`src/rtl/game_ctrl_pkg.sv`:
```
// Shared definitions for the game-state controller: state encodings,
// obstacle count, score width and score saturation value.
package game_ctrl_pkg;

  localparam int NUM_OBSTACLES = 2;
  localparam int SCORE_W       = 14;
  localparam int MAX_SCORE     = 9999;

  typedef enum logic [1:0] {
    ST_IDLE = 2'b00,
    ST_RUN  = 2'b01,
    ST_HIT  = 2'b10,
    ST_OVER = 2'b11
  } game_state_e;

endpackage

```
`src/rtl/game_ctrl_btn_sync_edge.sv`:
```
// Two-flop synchronizer for an asynchronous active-high button followed by
// a rising-edge detector; rise is a one-clock pulse per press. Also used by
// the dino jump path.
module btn_sync_edge (
  input  logic clk,
  input  logic rst_n,
  input  logic btn,
  output logic rise
);

  logic [1:0] sync_q;
  logic       prev_q;

  // Synchronize the raw button and remember the previous synchronized level
  always_ff @(posedge clk or negedge rst_n) begin
    if (!rst_n) begin
      sync_q <= 2'b00;
      prev_q <= 1'b0;
    end else begin
      sync_q <= {sync_q[0], btn};
      prev_q <= sync_q[1];
    end
  end

  assign rise = sync_q[1] & ~prev_q;

endmodule

```
`src/rtl/game_ctrl.sv`:
```
// Game-state controller: latches dino/obstacle overlap per frame, runs the
// IDLE/RUN/HIT/OVER machine on frame ticks and keeps score, speed level and
// (optionally) the high score.
// Optional feature macro: GAME_CTRL_HIGH_SCORE_EN enables the high-score
// register; when undefined o_hi_score is tied to zero.
module game_ctrl
  import game_ctrl_pkg::*;
#(
  parameter int NUM_OBSTACLES = game_ctrl_pkg::NUM_OBSTACLES,
  parameter int SCORE_DIV     = 6,
  parameter int SPEED_STEP    = 100,
  parameter int HIT_FRAMES    = 30,
  parameter int MAX_SCORE     = game_ctrl_pkg::MAX_SCORE
) (
  input  logic                     i_clk,
  input  logic                     i_rst_n,
  input  logic                     i_pix_stb,
  input  logic                     i_animate,
  input  logic                     i_jump_btn,
  input  logic                     i_dino_px,
  input  logic [NUM_OBSTACLES-1:0] i_obst_px,
  output logic [1:0]               o_state,
  output logic                     o_run,
  output logic                     o_collision,
  output logic [SCORE_W-1:0]       o_score,
  output logic [3:0]               o_speed,
  output logic [SCORE_W-1:0]       o_hi_score
);

  localparam logic [7:0]         FRAME_LAST = 8'(SCORE_DIV - 1);
  localparam logic [9:0]         STEP_LAST  = 10'(SPEED_STEP - 1);
  localparam logic [7:0]         HIT_LAST   = 8'(HIT_FRAMES - 1);
  localparam logic [SCORE_W-1:0] SCORE_MAX  = SCORE_W'(MAX_SCORE);

  game_state_e        state_q, state_d;
  logic [SCORE_W-1:0] score_q, score_d;
  logic [3:0]         speed_q, speed_d;
  logic [7:0]         frame_q, frame_d;
  logic [9:0]         step_q, step_d;
  logic [7:0]         hit_q, hit_d;
  logic               coll_q, coll_d;
  logic               press_pend_q;
  logic               hit_flag_q;
  logic               press_rise;
  logic               frame_tick;
  logic               overlap;
  logic               eval_hit;

  btn_sync_edge u_btn (
    .clk   (i_clk),
    .rst_n (i_rst_n),
    .btn   (i_jump_btn),
    .rise  (press_rise)
  );

  assign frame_tick = i_pix_stb & i_animate;
  assign overlap    = i_pix_stb & i_dino_px & (|i_obst_px) & (state_q == ST_RUN);
  assign eval_hit   = hit_flag_q | overlap;

  // Remember a button press until the next frame tick consumes or drops it
  always_ff @(posedge i_clk or negedge i_rst_n) begin
    if (!i_rst_n)        press_pend_q <= 1'b0;
    else if (frame_tick) press_pend_q <= 1'b0;
    else if (press_rise) press_pend_q <= 1'b1;
  end

  // Latch any overlap seen during the frame; every tick starts a fresh frame
  always_ff @(posedge i_clk or negedge i_rst_n) begin
    if (!i_rst_n)        hit_flag_q <= 1'b0;
    else if (frame_tick) hit_flag_q <= 1'b0;
    else if (overlap)    hit_flag_q <= 1'b1;
  end

  // State and counter registers
  always_ff @(posedge i_clk or negedge i_rst_n) begin
    if (!i_rst_n) begin
      state_q <= ST_IDLE;
      score_q <= '0;
      speed_q <= '0;
      frame_q <= '0;
      step_q  <= '0;
      hit_q   <= '0;
      coll_q  <= 1'b0;
    end else begin
      state_q <= state_d;
      score_q <= score_d;
      speed_q <= speed_d;
      frame_q <= frame_d;
      step_q  <= step_d;
      hit_q   <= hit_d;
      coll_q  <= coll_d;
    end
  end

  // Next-state and counter logic, evaluated only on frame ticks
  always_comb begin
    state_d = state_q;
    score_d = score_q;
    speed_d = speed_q;
    frame_d = frame_q;
    step_d  = step_q;
    hit_d   = hit_q;
    coll_d  = 1'b0;
    if (frame_tick) begin
      case (state_q)
        ST_IDLE, ST_OVER: begin
          if (press_pend_q) begin
            state_d = ST_RUN;
            score_d = '0;
            speed_d = '0;
            frame_d = '0;
            step_d  = '0;
          end
        end
        ST_RUN: begin
          if (eval_hit) begin
            state_d = ST_HIT;
            coll_d  = 1'b1;
            hit_d   = HIT_LAST;
          end else if (frame_q == FRAME_LAST) begin
            frame_d = '0;
            if (score_q < SCORE_MAX) begin
              score_d = score_q + 1'b1;
              if (step_q == STEP_LAST) begin
                step_d = '0;
                if (speed_q != 4'hF) speed_d = speed_q + 1'b1;
              end else begin
                step_d = step_q + 1'b1;
              end
            end
          end else begin
            frame_d = frame_q + 1'b1;
          end
        end
        ST_HIT: begin
          if (hit_q == '0) state_d = ST_OVER;
          else             hit_d   = hit_q - 1'b1;
        end
        default: state_d = ST_IDLE;
      endcase
    end
  end

  assign o_state     = state_q;
  assign o_run       = (state_q == ST_RUN);
  assign o_collision = coll_q;
  assign o_score     = score_q;
  assign o_speed     = speed_q;

`ifdef GAME_CTRL_HIGH_SCORE_EN
  logic [SCORE_W-1:0] hi_q;
  logic               hi_load;

  assign hi_load = frame_tick & (state_q == ST_HIT) & (hit_q == '0);

  // Capture a new best score as the game ends
  always_ff @(posedge i_clk or negedge i_rst_n) begin
    if (!i_rst_n)                         hi_q <= '0;
    else if (hi_load && score_q > hi_q)   hi_q <= score_q;
  end

  assign o_hi_score = hi_q;
`else
  assign o_hi_score = '0;
`endif

endmodule

```
`config.mk`:
```
export PLATFORM = sky130hd
export DESIGN_NAME = game_ctrl
export DESIGN_NICKNAME = d
export VERILOG_FILES = /design/src/rtl/game_ctrl_pkg.sv /design/src/rtl/game_ctrl_btn_sync_edge.sv /design/src/rtl/game_ctrl.sv
export SDC_FILE = /design/constraint.sdc
export NUM_CORES = 1
export LEC_CHECK = 0
export ABC_AREA = 1
export CORE_ASPECT_RATIO = 1.5
export CORE_MARGIN = 2
export CORE_UTILIZATION = 40
export CTS_CLUSTER_SIZE = 24
export DETAILED_ROUTE_END_ITERATION = 10
export GPL_TIMING_DRIVEN = 0
export PLACE_DENSITY_LB_ADDON = 0.2
export SYNTH_ARGS = -nofsm -noshare
export SYNTH_HDL_FRONTEND = slang
export SYNTH_SLANG_ARGS = --single-unit
```
`constraint.sdc`:
```
create_clock -name i_clk -period 1.7 [get_ports i_clk]
set_input_delay 0.255 -clock i_clk [delete_from_list [all_inputs] [get_ports i_clk]]
set_output_delay 0.255 -clock i_clk [all_outputs]
set_load 0.01 [all_outputs]
```
==> results.py <==
metrics = {
    "run_status": {
        "status": "finished with violations",
        "violations": "setup timing",
    },
    "route": {
        "drtPass1Iterations": 4,
        "vias_per_cell": 4.818,
        "ant_nets": 0,
        "first_iter_violations": 129,
        "wl_per_cell_um": 12.51,
        "drc": 0,
        "dr_total_vias": 2992,
        "finalWirelength_mm": 7.771,
    },
    "global_routing": {
        "gr-total-overflow": 0,
        "antenna_found_initial": 0,
        "grt_max_degree": 30,
        "grt_usage_pct": 17.71,
        "grt_pass1_wl_mm": 12.91,
        "first_global_vias": 2866,
    },
    "critical_path": {
        "arrival_ns": 1.92,
        "cp-start-kind": "flip-flop",
        "cpPeakStageDelay_ns": 0.45,
        "cp_top_family": "simple AND/OR/NAND/NOR gates",
        "r2r_slack_ns": -0.04,
        "crit_chain": "ha_4 -> nor2_2 -> nor3_2 -> nand2_2 -> nor2_4 -> nand2_8 -> buf_8 -> nand2_1 -> o21ai_2",
        "cpMaxStageDelayCell": "dfrtp_2",
        "critical_path_depth": 9,
        "path_buf_inv": 1,
        "crit_path_end_kind": "flip-flop",
        "crit_required_ns": 1.89,
        "critPathMaxFanout": 10,
        "critical_path_class": "flip-flop to flip-flop",
        "reg2reg_depth": 9,
    },
    "clock_network": {
        "cts-root-buf": "clkbuf_16",
        "htreeDepth": 2,
        "cts_tree": "built",
        "cts_buffer_depth": 2,
        "clk_pin_slew_ns": 0.07,
        "cts_buffers": 5,
        "cts.sink_count": 52,
        "clock_latency_ns": 0.29,
    },
    "floorplan": {
        "core_mm2": 0.008008,
        "io_pins": 44,
        "row_count": 40,
        "die_area_mm2": 0.009022,
        "die_w_um": 78.23,
        "initial_core_util_pct": 41.28,
        "die_y_um": 115.3,
    },
    "power": {
        "report.power.total_w": 0.004814,
        "p_leak_nw": 1.988,
        "ir_worst_vdd_mv": 0.6083,
        "pwr_density_cell_mw_per_mm2": 1125,
    },
    "synthesis": {
        "ys_ff_latch": 52,
        "ys_warn_count": 0,
        "postSynthCellCount": 448,
        "synth_area_mm2": 0.003306,
        "synth.avg_cell_area_um2": 7.379,
        "seq_area_frac_synth_pct": 39.36,
        "synthTopCellsByArea": "dfrtp_1 (39%), nand2_1 (15%), nor2_1 (6.1%)",
        "yosysUniqueCellTypes": 32,
        "yosysTopAreaCell": "dfrtp_1",
        "synth_top_area_share_pct": 39.36,
    },
    "placed_design": {
        "hpwl_mm": 5.327,
        "port_buffers": 29,
        "globalplace.congestion": 0.8682,
        "place_area_mm2": 0.003832,
    },
    "timing": {
        "setup_viol_count_final": 25,
        "max_freq_ghz": 0.5752,
        "worst_pin_slew_ns": 0.6085,
        "finClkSkew_ns": 0.003823,
        "min_period_ns": 1.739,
        "drv_slew": 0,
        "setup_slack_ns": -0.03856,
        "slew_headroom_pct": 59.44,
        "finalCritPeriodShare_pct": 102.3,
        "rsz0062_at_grt": "yes",
        "finalHoldViolCount": 0,
    },
    "worst_hold_path": {
        "hp-class": "flip-flop to flip-flop",
        "hold_path_depth": 0,
    },
    "finish": {
        "final_common_cell": "nand2_1",
        "num_antenna_cells": 0,
        "areaGrowthSynthToFinish_pct": 29.45,
        "nNetsFinal": 533,
        "fin_area_mm2": 0.004279,
        "layout_common_cells": "nand2_1 (111), nor2_1 (52), dfrtp_1 (49)",
        "drive_above_1_share_pct": 22.87,
    },
    "flow_run": {
        "maxCapViolCount": 0,
    },
}
repair_timing:
item	in CTS	in global routing
endpoints found under the hold margin	23	0
hold buffers	1	0
gates resized for setup	21	32
pin swaps	8	6
buffers inserted	9	5
setup endpoints to repair	41	44
cloned	1	1
cell usage after synthesis (all sizes together):
cell,count
or2,4
buf,21
nand3b,4
o31ai,1
nand3,34
nand2,135
o21bai,2
nor2,55
clkbuf,2
conb,1
xnor2,1
xor2,10
and2,1
nand4,11
dfrtp,52
inv,46
o21ai,41
ha,10
o22ai,1
a21oi,6
nor3,10
where the power goes:
part	total (W)	leakage, nW	internal (W)	switching [W]
Combinational	0.00207	1.21	0.000886	0.00119
Clock	0.00108	0.0772	0.000629	0.000456
Sequential	0.00166	0.696	0.00144	0.000217
per-stage QoR:
step	std cells	hold WS, ns	setup TNS [ns]	util (%)	setup slack, ns
floorplan	461	-0.04059	-1.483	-	-0.07139
global placement	595	0.3396	-77.46	47.67	-1.535
detailed placement	596	0.3016	-8.839	47.86	-0.2793
CTS	615	0.3610	-1.383	51.70	-0.06971
global route	621	0.3750	-3.615	53.44	-0.1310
finish	621	0.3566	-0.6187	53.44	-0.03856
metal layers:
metal	wire [um]	global-route usage, %	share of wire [%]	vias to the layer above
li1	-	-	-	1539
met1	3440	21.49	44	1392
met2	3973	31.84	51	51
met3	225	2.433	2.9	10
met4	133	6.550	1.7	0
met5	0	0	0	-
cell type report:
class,count,area [um2]
buffer,23,209.0
clock buffer,8,156.4
fill,765,3729
inverter,46,177.7
multi-input combinational,340,1839
sequential,52,1305
tap,105,131.4
timing repair buffer,47,460.4
worst register-to-register path, delay by kind of cell (launching register included):
| kind | cells | cell delay, ns |
|---|---|---|
| flops | 1 | 0.45 |
| buf+inv | 1 | 0.17 |
| simple gates | 6 | 0.68 |
| compound gates | 1 | 0.05 |
| fa+ha+maj | 1 | 0.28 |
registers in the layout (all words and copies together), names as in the netlist:
signal,count
o_score,14
step_q,10
frame_q,8
hit_q,8
o_speed,4
o_state,2
u_btn.sync_q,2
hit_flag_q,1
o_collision,1
press_pend_q,1
u_btn.prev_q,1
path summary, 6_finish.rpt:
kind / startpoint / end
min in group asynchronous: i_rst_n / o_collision$_DFF_PN0_
max reg2reg: o_state[1]$_DFFE_PN0P_ / o_score[1]$_DFFE_PN0P_
max in group asynchronous: i_rst_n / o_score[0]$_DFFE_PN0P_
max: o_state[1]$_DFFE_PN0P_ / o_score[1]$_DFFE_PN0P_
min: u_btn.sync_q[0]$_DFF_PN0_ / u_btn.sync_q[1]$_DFF_PN0_
min reg2reg: u_btn.sync_q[0]$_DFF_PN0_ / u_btn.sync_q[1]$_DFF_PN0_
logic make-up after synthesis:
group	share of synthesized area, %
and+or+nand+nor	33.23
buffers and inverters	10.56
DFF	39.36
AOI/OAI and AO/OA	10.03
xor gates and xnor gates	2.914
adders and majority gates	3.785
other	0.1134
Power figures use the tool's default switching activity.
